$ cat src/rtl/mem_loader_pkg.sv
// Shared definitions for the host-link memory loader: FSM encoding, target
// select codes and frame header length.
package mem_loader_pkg;

  typedef enum logic [2:0] {
    ST_IDLE,
    ST_LEN_LO,
    ST_LEN_HI,
    ST_SEL,
    ST_DATA,
    ST_CSUM,
    ST_STATUS
  } state_e;

  localparam logic [7:0] SEL_IMEM = 8'h00;
  localparam logic [7:0] SEL_DMEM = 8'h01;

  // LEN_LO, LEN_HI, SEL
  localparam int unsigned HDR_LEN = 3;

endpackage

$ cat src/rtl/mem_loader_byte_to_word.sv
// Little-endian 32-bit word assembler: byte k of a word lands in bits
// [8k+7:8k]; word_valid pulses the cycle after the 4th byte.
module byte_to_word (
  input  logic        clk,
  input  logic        reset,
  input  logic        clr,
  input  logic        in_valid,
  input  logic [7:0]  in_data,
  output logic [31:0] word,
  output logic        word_valid,
  output logic [1:0]  cnt
);

  always_ff @(posedge clk or negedge reset) begin
    if (!reset) begin
      word       <= 32'h0;
      word_valid <= 1'b0;
      cnt        <= 2'd0;
    end else begin
      word_valid <= 1'b0;
      if (clr) begin
        cnt <= 2'd0;
      end else if (in_valid) begin
        word[{cnt, 3'b000} +: 8] <= in_data;
        cnt                      <= cnt + 2'd1;
        word_valid               <= (cnt == 2'd3);
      end
    end
  end

endmodule

$ cat src/rtl/mem_loader.sv
// Byte-stream boot loader: parses a length/select/data/checksum frame from the
// host link and writes words into instruction or data memory.
module mem_loader
  import mem_loader_pkg::*;
#(
  parameter int unsigned ADDR_W = 10
) (
  input  logic              clk,
  input  logic              reset,
  input  logic              s_valid,
  input  logic [7:0]        s_data,
  output logic              s_ready,
  output logic              imem_we,
  output logic              dmem_we,
  output logic [ADDR_W-1:0] waddr,
  output logic [31:0]       wdata,
  output logic              cpu_hold,
  output logic              done,
  output logic              err
);

  localparam int unsigned DEPTH = 1 << ADDR_W;

  state_e      state, state_nx;
  logic        done_nx, err_nx;
  logic [15:0] len;
  logic [15:0] wcnt;
  logic [7:0]  csum;
  logic        sel_q;
  logic [1:0]  bcnt;
  logic        word_valid;
  logic        acc;
  logic [16:0] len_req;
  logic        last_word;

  assign acc       = s_valid && s_ready;
  assign len_req   = {1'b0, s_data, len[7:0]};
  assign last_word = (wcnt == len - 16'd1);

  byte_to_word u_b2w (
    .clk        (clk),
    .reset      (reset),
    .clr        (acc && (state == ST_IDLE)),
    .in_valid   (acc && (state == ST_DATA)),
    .in_data    (s_data),
    .word       (wdata),
    .word_valid (word_valid),
    .cnt        (bcnt)
  );

  // State and status registers
  always_ff @(posedge clk or negedge reset) begin
    if (!reset) begin
      state    <= ST_IDLE;
      s_ready  <= 1'b1;
      cpu_hold <= 1'b0;
      done     <= 1'b0;
      err      <= 1'b0;
    end else begin
      state    <= state_nx;
      s_ready  <= (state_nx != ST_STATUS);
      cpu_hold <= (state_nx != ST_IDLE);
      done     <= done_nx;
      err      <= err_nx;
    end
  end

  // Next-state and status decode
  always_comb begin
    state_nx = state;
    done_nx  = 1'b0;
    err_nx   = 1'b0;
    case (state)
      ST_IDLE, ST_LEN_LO: begin
        if (acc) state_nx = ST_LEN_HI;
      end
      ST_LEN_HI: begin
        if (acc) begin
          if (len_req > 17'(DEPTH)) begin
            state_nx = ST_STATUS;
            err_nx   = 1'b1;
          end else begin
            state_nx = ST_SEL;
          end
        end
      end
      ST_SEL: begin
        if (acc) begin
          if (s_data == SEL_IMEM || s_data == SEL_DMEM) begin
            state_nx = (len == 16'd0) ? ST_CSUM : ST_DATA;
          end else begin
            state_nx = ST_STATUS;
            err_nx   = 1'b1;
          end
        end
      end
      ST_DATA: begin
        if (acc && bcnt == 2'd3 && last_word) state_nx = ST_CSUM;
      end
      ST_CSUM: begin
        if (acc) begin
          state_nx = ST_STATUS;
          done_nx  = (s_data == csum);
          err_nx   = (s_data != csum);
        end
      end
      ST_STATUS: state_nx = ST_IDLE;
      default:   state_nx = ST_IDLE;
    endcase
  end

  // Frame datapath: length, select, checksum, word count, write strobes
  always_ff @(posedge clk or negedge reset) begin
    if (!reset) begin
      len     <= 16'h0;
      wcnt    <= 16'h0;
      csum    <= 8'h0;
      sel_q   <= 1'b0;
      waddr   <= '0;
      imem_we <= 1'b0;
      dmem_we <= 1'b0;
    end else begin
      imem_we <= 1'b0;
      dmem_we <= 1'b0;
      if (word_valid) waddr <= waddr + ADDR_W'(1);
      if (acc) begin
        case (state)
          ST_IDLE, ST_LEN_LO: begin
            len[7:0] <= s_data;
            csum     <= s_data;
            wcnt     <= 16'h0;
            waddr    <= '0;
          end
          ST_LEN_HI: begin
            len[15:8] <= s_data;
            csum      <= csum ^ s_data;
          end
          ST_SEL: begin
            sel_q <= s_data[0];
            csum  <= csum ^ s_data;
          end
          ST_DATA: begin
            csum <= csum ^ s_data;
            if (bcnt == 2'd3) begin
              wcnt    <= wcnt + 16'd1;
              imem_we <= ~sel_q;
              dmem_we <= sel_q;
            end
          end
          default: ;
        endcase
      end
    end
  end

endmodule

$ cat config.mk
export PLATFORM = sky130hd
export DESIGN_NAME = mem_loader
export DESIGN_NICKNAME = d
export VERILOG_FILES = /design/src/rtl/mem_loader_pkg.sv /design/src/rtl/mem_loader_byte_to_word.sv /design/src/rtl/mem_loader.sv
export SDC_FILE = /design/constraint.sdc
export NUM_CORES = 1
export LEC_CHECK = 0
export CAP_MARGIN = 20
export CORE_AREA = 3 3 132 134
export CTS_BUF_LIST = sky130_fd_sc_hd__clkbuf_2 sky130_fd_sc_hd__clkbuf_4 sky130_fd_sc_hd__clkbuf_8
export DETAILED_ROUTE_END_ITERATION = 8
export DIE_AREA = 0 0 135 137
export GPL_TIMING_DRIVEN = 0
export PLACE_DENSITY = 0.44
export SYNTH_ARGS = -nofsm -noshare
export SYNTH_HDL_FRONTEND = slang
export SYNTH_SLANG_ARGS = --single-unit
$ cat constraint.sdc
create_clock -name clk -period 2.35 [get_ports clk]
set_input_delay 0.47 -clock clk [delete_from_list [all_inputs] [get_ports clk]]
set_output_delay 0.47 -clock clk [all_outputs]
set_load 0.01 [all_outputs]
* Word-level counts from Yosys, hierarchy flattened
Cells that the tools add are included.
** Cells by class
- Add/sub/neg operators :: 5
- Order comparisons :: 1
- Equality and inequality tests :: 12
- Shifts and indexed selects :: 2
- Mux-type cells :: 34
- Bitwise operators :: 3
- Reduce and logical (&&, ||, !) cells :: 21
** Operator list (count)
- $bwmux 32 :: 1
- $pmux 16 s2 :: 1
- $shift 8x7->32 const A :: 1
- $shiftx 8x7->32 :: 1
- $mux 10 :: 3
- $mux 3 :: 6
- $add 16x1->16 const B :: 1
- $eq 16x16->1 :: 1
- $gt 16x11->1 const B :: 1
- $logic_not 16->1 :: 1
- $mux 1 :: 16
- $mux 16 :: 1
- $pmux 8 s2 :: 1
- $sub 16x1->16 const B :: 1
- $pmux 3 s5 :: 1
- $add 10x1->10 const B :: 1
- $reduce_and 2->1 :: 5
- $eq 8x1->1 const B :: 1
- $eq 8x8->1 :: 1
- $logic_not 8->1 :: 1
- $ne 8x8->1 :: 1
- $xor 8x8->8 :: 1
- $neg 5->7 :: 1
- $eq 3x2->1 const B :: 2
- other kinds (17) :: 27
** Word-level totals
- Bits in registers :: 95
- Input port bits :: 11
- Output and inout bits :: 48
- Word-level logic and storage cells :: 94

* Longest topological paths before layout
- Depth after elaboration :: 6
- Gate-level depth with buffers :: 8
- Gate-level depth less buffers :: 8

* Modules after synthesis
A second synthesis with hierarchy kept.
** Second synthesis, totals
- Cell total of the unflattened synthesis :: 503
- Area total of the unflattened synthesis :: 5066.1 um2
** Modules (own cells, without submodules)
- mem_loader :: instances 1, cells each 358, area an instance 3348.2 um2, sequential area each 1502.7 um2
- byte_to_word :: instances 1, cells each 145, area an instance 1717.9 um2, sequential area each 875.8 um2

* Worst setup path after synthesis
Ideal clock, no wire load.
- Path kind :: reg-to-reg
- From :: register s_ready
- To :: register state[0]
- Library setup time :: 0.092 ns
- Arrival :: 2.095 ns
- Data required time :: 2.258 ns
- Slack :: 0.163 ns
- Stages on the path, launching flop included :: 8
- Path buffers :: 1
- Period minus slack after synthesis :: 2.187 ns
- Path through :: dfstp_2 > nand2_2 > or4b_4 > buf_6 > or4_1 > a211oi_2 > o21ai_1 > o31ai_2
** Between the ends
- Cells in the longest elaborated chain, start to end :: 5
- Elaborated cells between the ends (all ways) :: 9
- Those cells by class :: mux: 6; reduce/logical: 3
** Ends and longest elaborated chain
- from (decl) :: RTL line mem_loader.sv:12 : output logic s_ready,
- from (signal assigned) :: RTL line mem_loader.sv:61 : s_ready <= (state_nx != ST_STATUS);
- $logic_and 1x1->1 * :: RTL line mem_loader.sv:36 : assign acc = s_valid && s_ready;
- $logic_and 1x1->1 (2 in a row) :: RTL line mem_loader.sv:98 : if (acc && bcnt == 2'd3 && last_word) state_nx = ST_CSUM;
- $mux 3 :: RTL line mem_loader.sv:98
- $pmux 3 s5 * :: RTL line mem_loader.sv:73 : case (state)
- net state_nx[0] :: RTL line mem_loader.sv:24 : state_e state, state_nx;
- to (signal assigned) :: RTL line mem_loader.sv:60 : state <= state_nx;
- to (decl) :: RTL line mem_loader.sv:24
Mark *: on every way through the listed nets, which the timed path passes. The rest lies on a longest branch.
A chain may end at the register's enable or synchronous reset.

* Worst setup path in the final report
Ends and elaborated chain as after synthesis.

==> results.txt <==
Vias/cell -> 4.82
CP Buf/Inv Count -> 1
status -> finished, violations left
multi-input logic area -> 2400 µm²
total grt overflow -> 0
Synth area leaders -> dfrtp_1 (48%), nand2_1 (9.7%), xor2_1 (5.8%)
Num CTS Buffers -> 9
GP Congestion -> 0.801
Tcrit/Tclk final -> 101%
Top Ports -> 59
1st-iter DRT viols -> 210
failing checks -> setup timing
Critical Path RT -> 2.63 ns
Synth-to-Final Area Change -> 24.2%
ANT nets after route -> 0
Max clock buf depth -> 2
synth unique cells -> 48
Peak VDD IR -> 0.000307 V
Post-synth EDFFs -> 0
number of setup violations in the final report -> 1
fin crit period -> 2.36 ns
RSZ-0062 raised after global routing -> true
DP HPWL -> 9100 µm
Seq cells post-synth -> 95
CTS tree -> done
clock root cell -> clkbuf_8
Flop pwr share -> 45.6%
dominant cell type by area after synthesis -> dfrtp_1
ys async rst share -> 100%
Yosys warning total -> 0
Sink Count -> 95
Mapped Cells -> 526
Rows -> 47
first-pass GRT wire length -> 21300 µm
pin count of the biggest net entering global routing -> 53
P_leak -> 2.56 nW
net switching power figure -> 0.00153 W
Initial Util -> 29.6%
worst min path class -> input pin to async pin
XOR/XNOR Fraction of Synth Area -> 10.1%
placed inst area -> 5660 µm²
filler cell count -> 1663
Internal -> 0.00327 W
largest family of logic cells by synthesized area -> simple AND/OR/NAND/NOR gates
Crit path largest cell delay -> 0.57 ns
Fin. Hold Viols -> 0
Setup TNS -> -0.0122 ns
Post-Synth Simple-Gate Area -> 23.9%
n_diodes -> 0
Net Sw Frac -> 31.8%
vias post-DR -> 3943
post-synth top area share -> 48.5%
Routed wire per std cell -> 16.0 µm
nets@finish -> 613
CTS H-tree depth -> 3
syn_area_per_cell -> 9.22 µm²
most frequent cells after synthesis -> nand2_1 (126), dfrtp_1 (94), o21ai_0 (41)
register area -> 2380 µm²
Worst Setup Slack, final -> -0.0122 ns
Syn Nets -> 545
kind of end point of the critical path -> flip-flop
Critical Setup Path Class -> flip-flop to flip-flop
Synth Flop Type -> dfrtp_1
reg2reg setup slack -> -0.01 ns
Critical Path AT -> 2.64 ns
critical-path cell list -> nand2_4 > or4b_4 > buf_12 > or4_4 > a211oi_2 > o21ai_1 > o31ai_2
total routed wirelength -> 13100 µm
CP delay by family, top -> simple AND/OR/NAND/NOR gates
Slew HR -> 50.4%
vias in the first global route -> 3798
worst skew pair latency -> 0.38 ns
compound-cell area share of the yosys netlist -> 9.54%
share of layout cells above drive strength 1 -> 9.70%
Die Wd -> 135 µm
fin area -> 6020 µm²
Crit Path Max Fanout -> 7
adder-cell area share of the yosys netlist -> 2.06%
core box area -> 16400 µm²
pwr dens -> 796 nW/µm²
most frequent cell after synthesis -> nand2_1
Port Buffer Count -> 51
CP Launch Type -> flip-flop
gr usage total -> 14.8%
DRC -> 0
register area share after synthesis -> 49.0%
Clk pwr share -> 26.0%
pin slew with the least headroom to its limit -> 0.743 ns
die height -> 137 µm
Layout Skew -> 0.0135 ns
CTS clock-pin slew for the worst setup and hold paths -> 0.10 ns
Initial DRT Pass Iterations -> 4
die area -> 18500 µm²
MaxCap Viol Count -> 0
crit path max-delay cell type -> dfstp_2
antenna violations before repair -> 0
mapped cell area -> 4850 µm²
mux contribution to synthesized area -> 2.53%
Logic pwr share -> 28.4%
Fmax achieved -> 0.423 GHz
Max Slew Vio Count -> 0
[layout by cell type, fill, tap and decap left out, types with 20 or more instances in the layout]
cell and count:
o21ai_0 40, xnor2_1 24, xor2_1 32, nor2_1 34, nand3_1 25, clkdlybuf4s50_1 49, clkbuf_1 20, nand2_1 126
dfrtp_1 93
[sequential cells by signal, summed over array words and instances, names as in the netlist, 2 cells and up]
| register | cells |
|---|---|
| u_b2w.cnt | 2 |
| wcnt | 16 |
| waddr | 10 |
| csum | 8 |
| u_b2w.word | 32 |
| len | 16 |
| state | 3 |
[power groups by stage]
stage	combinational (W)	clock [W]	sequential (W)
2_1_floorplan	0.000616	0	0.00228
3_3_place_gp	0.00133	0	0.00222
3_5_place_dp	0.00134	0	0.00222
4_1_cts	0.00135	0.00130	0.00219
5_1_grt	0.00151	0.00137	0.00223
6_report	0.00136	0.00125	0.00219
[per-stage QoR]
stage               util [%]  setup slack [ns]  std cells  total power (W)  hold slack [ns]
floorplan                  -             0.163        526          0.00290            0.174
global placement        34.4             -2.96        797          0.00354            0.445
detailed placement      34.5            -0.499        798          0.00356            0.454
CTS                     36.0           -0.0271        812          0.00484           0.0977
global route            36.7           -0.0878        818          0.00512            0.109
finish                  36.7           -0.0122        818          0.00480           0.0910
[logic make-up after synthesis]
group	count (synthesis)
flops	95
simple gates	249
fa+ha+maj	8
mux	11
buf+inv	35
compound gates	72
xor+xnor	56
[final timing paths]
check / depth (start not counted) / to / from
worst min-delay path: 1 / err / reset
worst min register to register: 1 / imem_we / sel_q
min in group clk: 1 / imem_we / sel_q
worst max register to register: 7 / state[0] / s_ready
max in group asynchronous: 2 / len[0] / reset
worst max-delay path: 7 / state[0] / s_ready
[cell type report]
type / count / share of cell area, %
inverters: 9 / 0.561
clock buffers: 11 / 2.41
flip-flops and latches: 95 / 39.5
plain buffers: 25 / 1.89
repair buffers: 58 / 9.91
multi-input cells: 396 / 39.9
clock inverters: 4 / 1.29
well taps: 220 / 4.57
[timing repair]
| item | in CTS | in global routing |
|---|---|---|
| hold buffers | 0 | 0 |
| gates resized for setup | 8 | 16 |
| buffers inserted | 0 | 4 |
| pin swaps | 0 | 2 |
| setup endpoints to repair | 27 | 33 |
| cloned | 0 | 1 |
[layer usage]
metal,track usage [%],routed length (µm)
met5,0,0
met4,5.60,248
met3,2.35,470
met2,21.9,5730
met1,21.6,6600
Note: power is estimated with default switching activity, not from simulation.
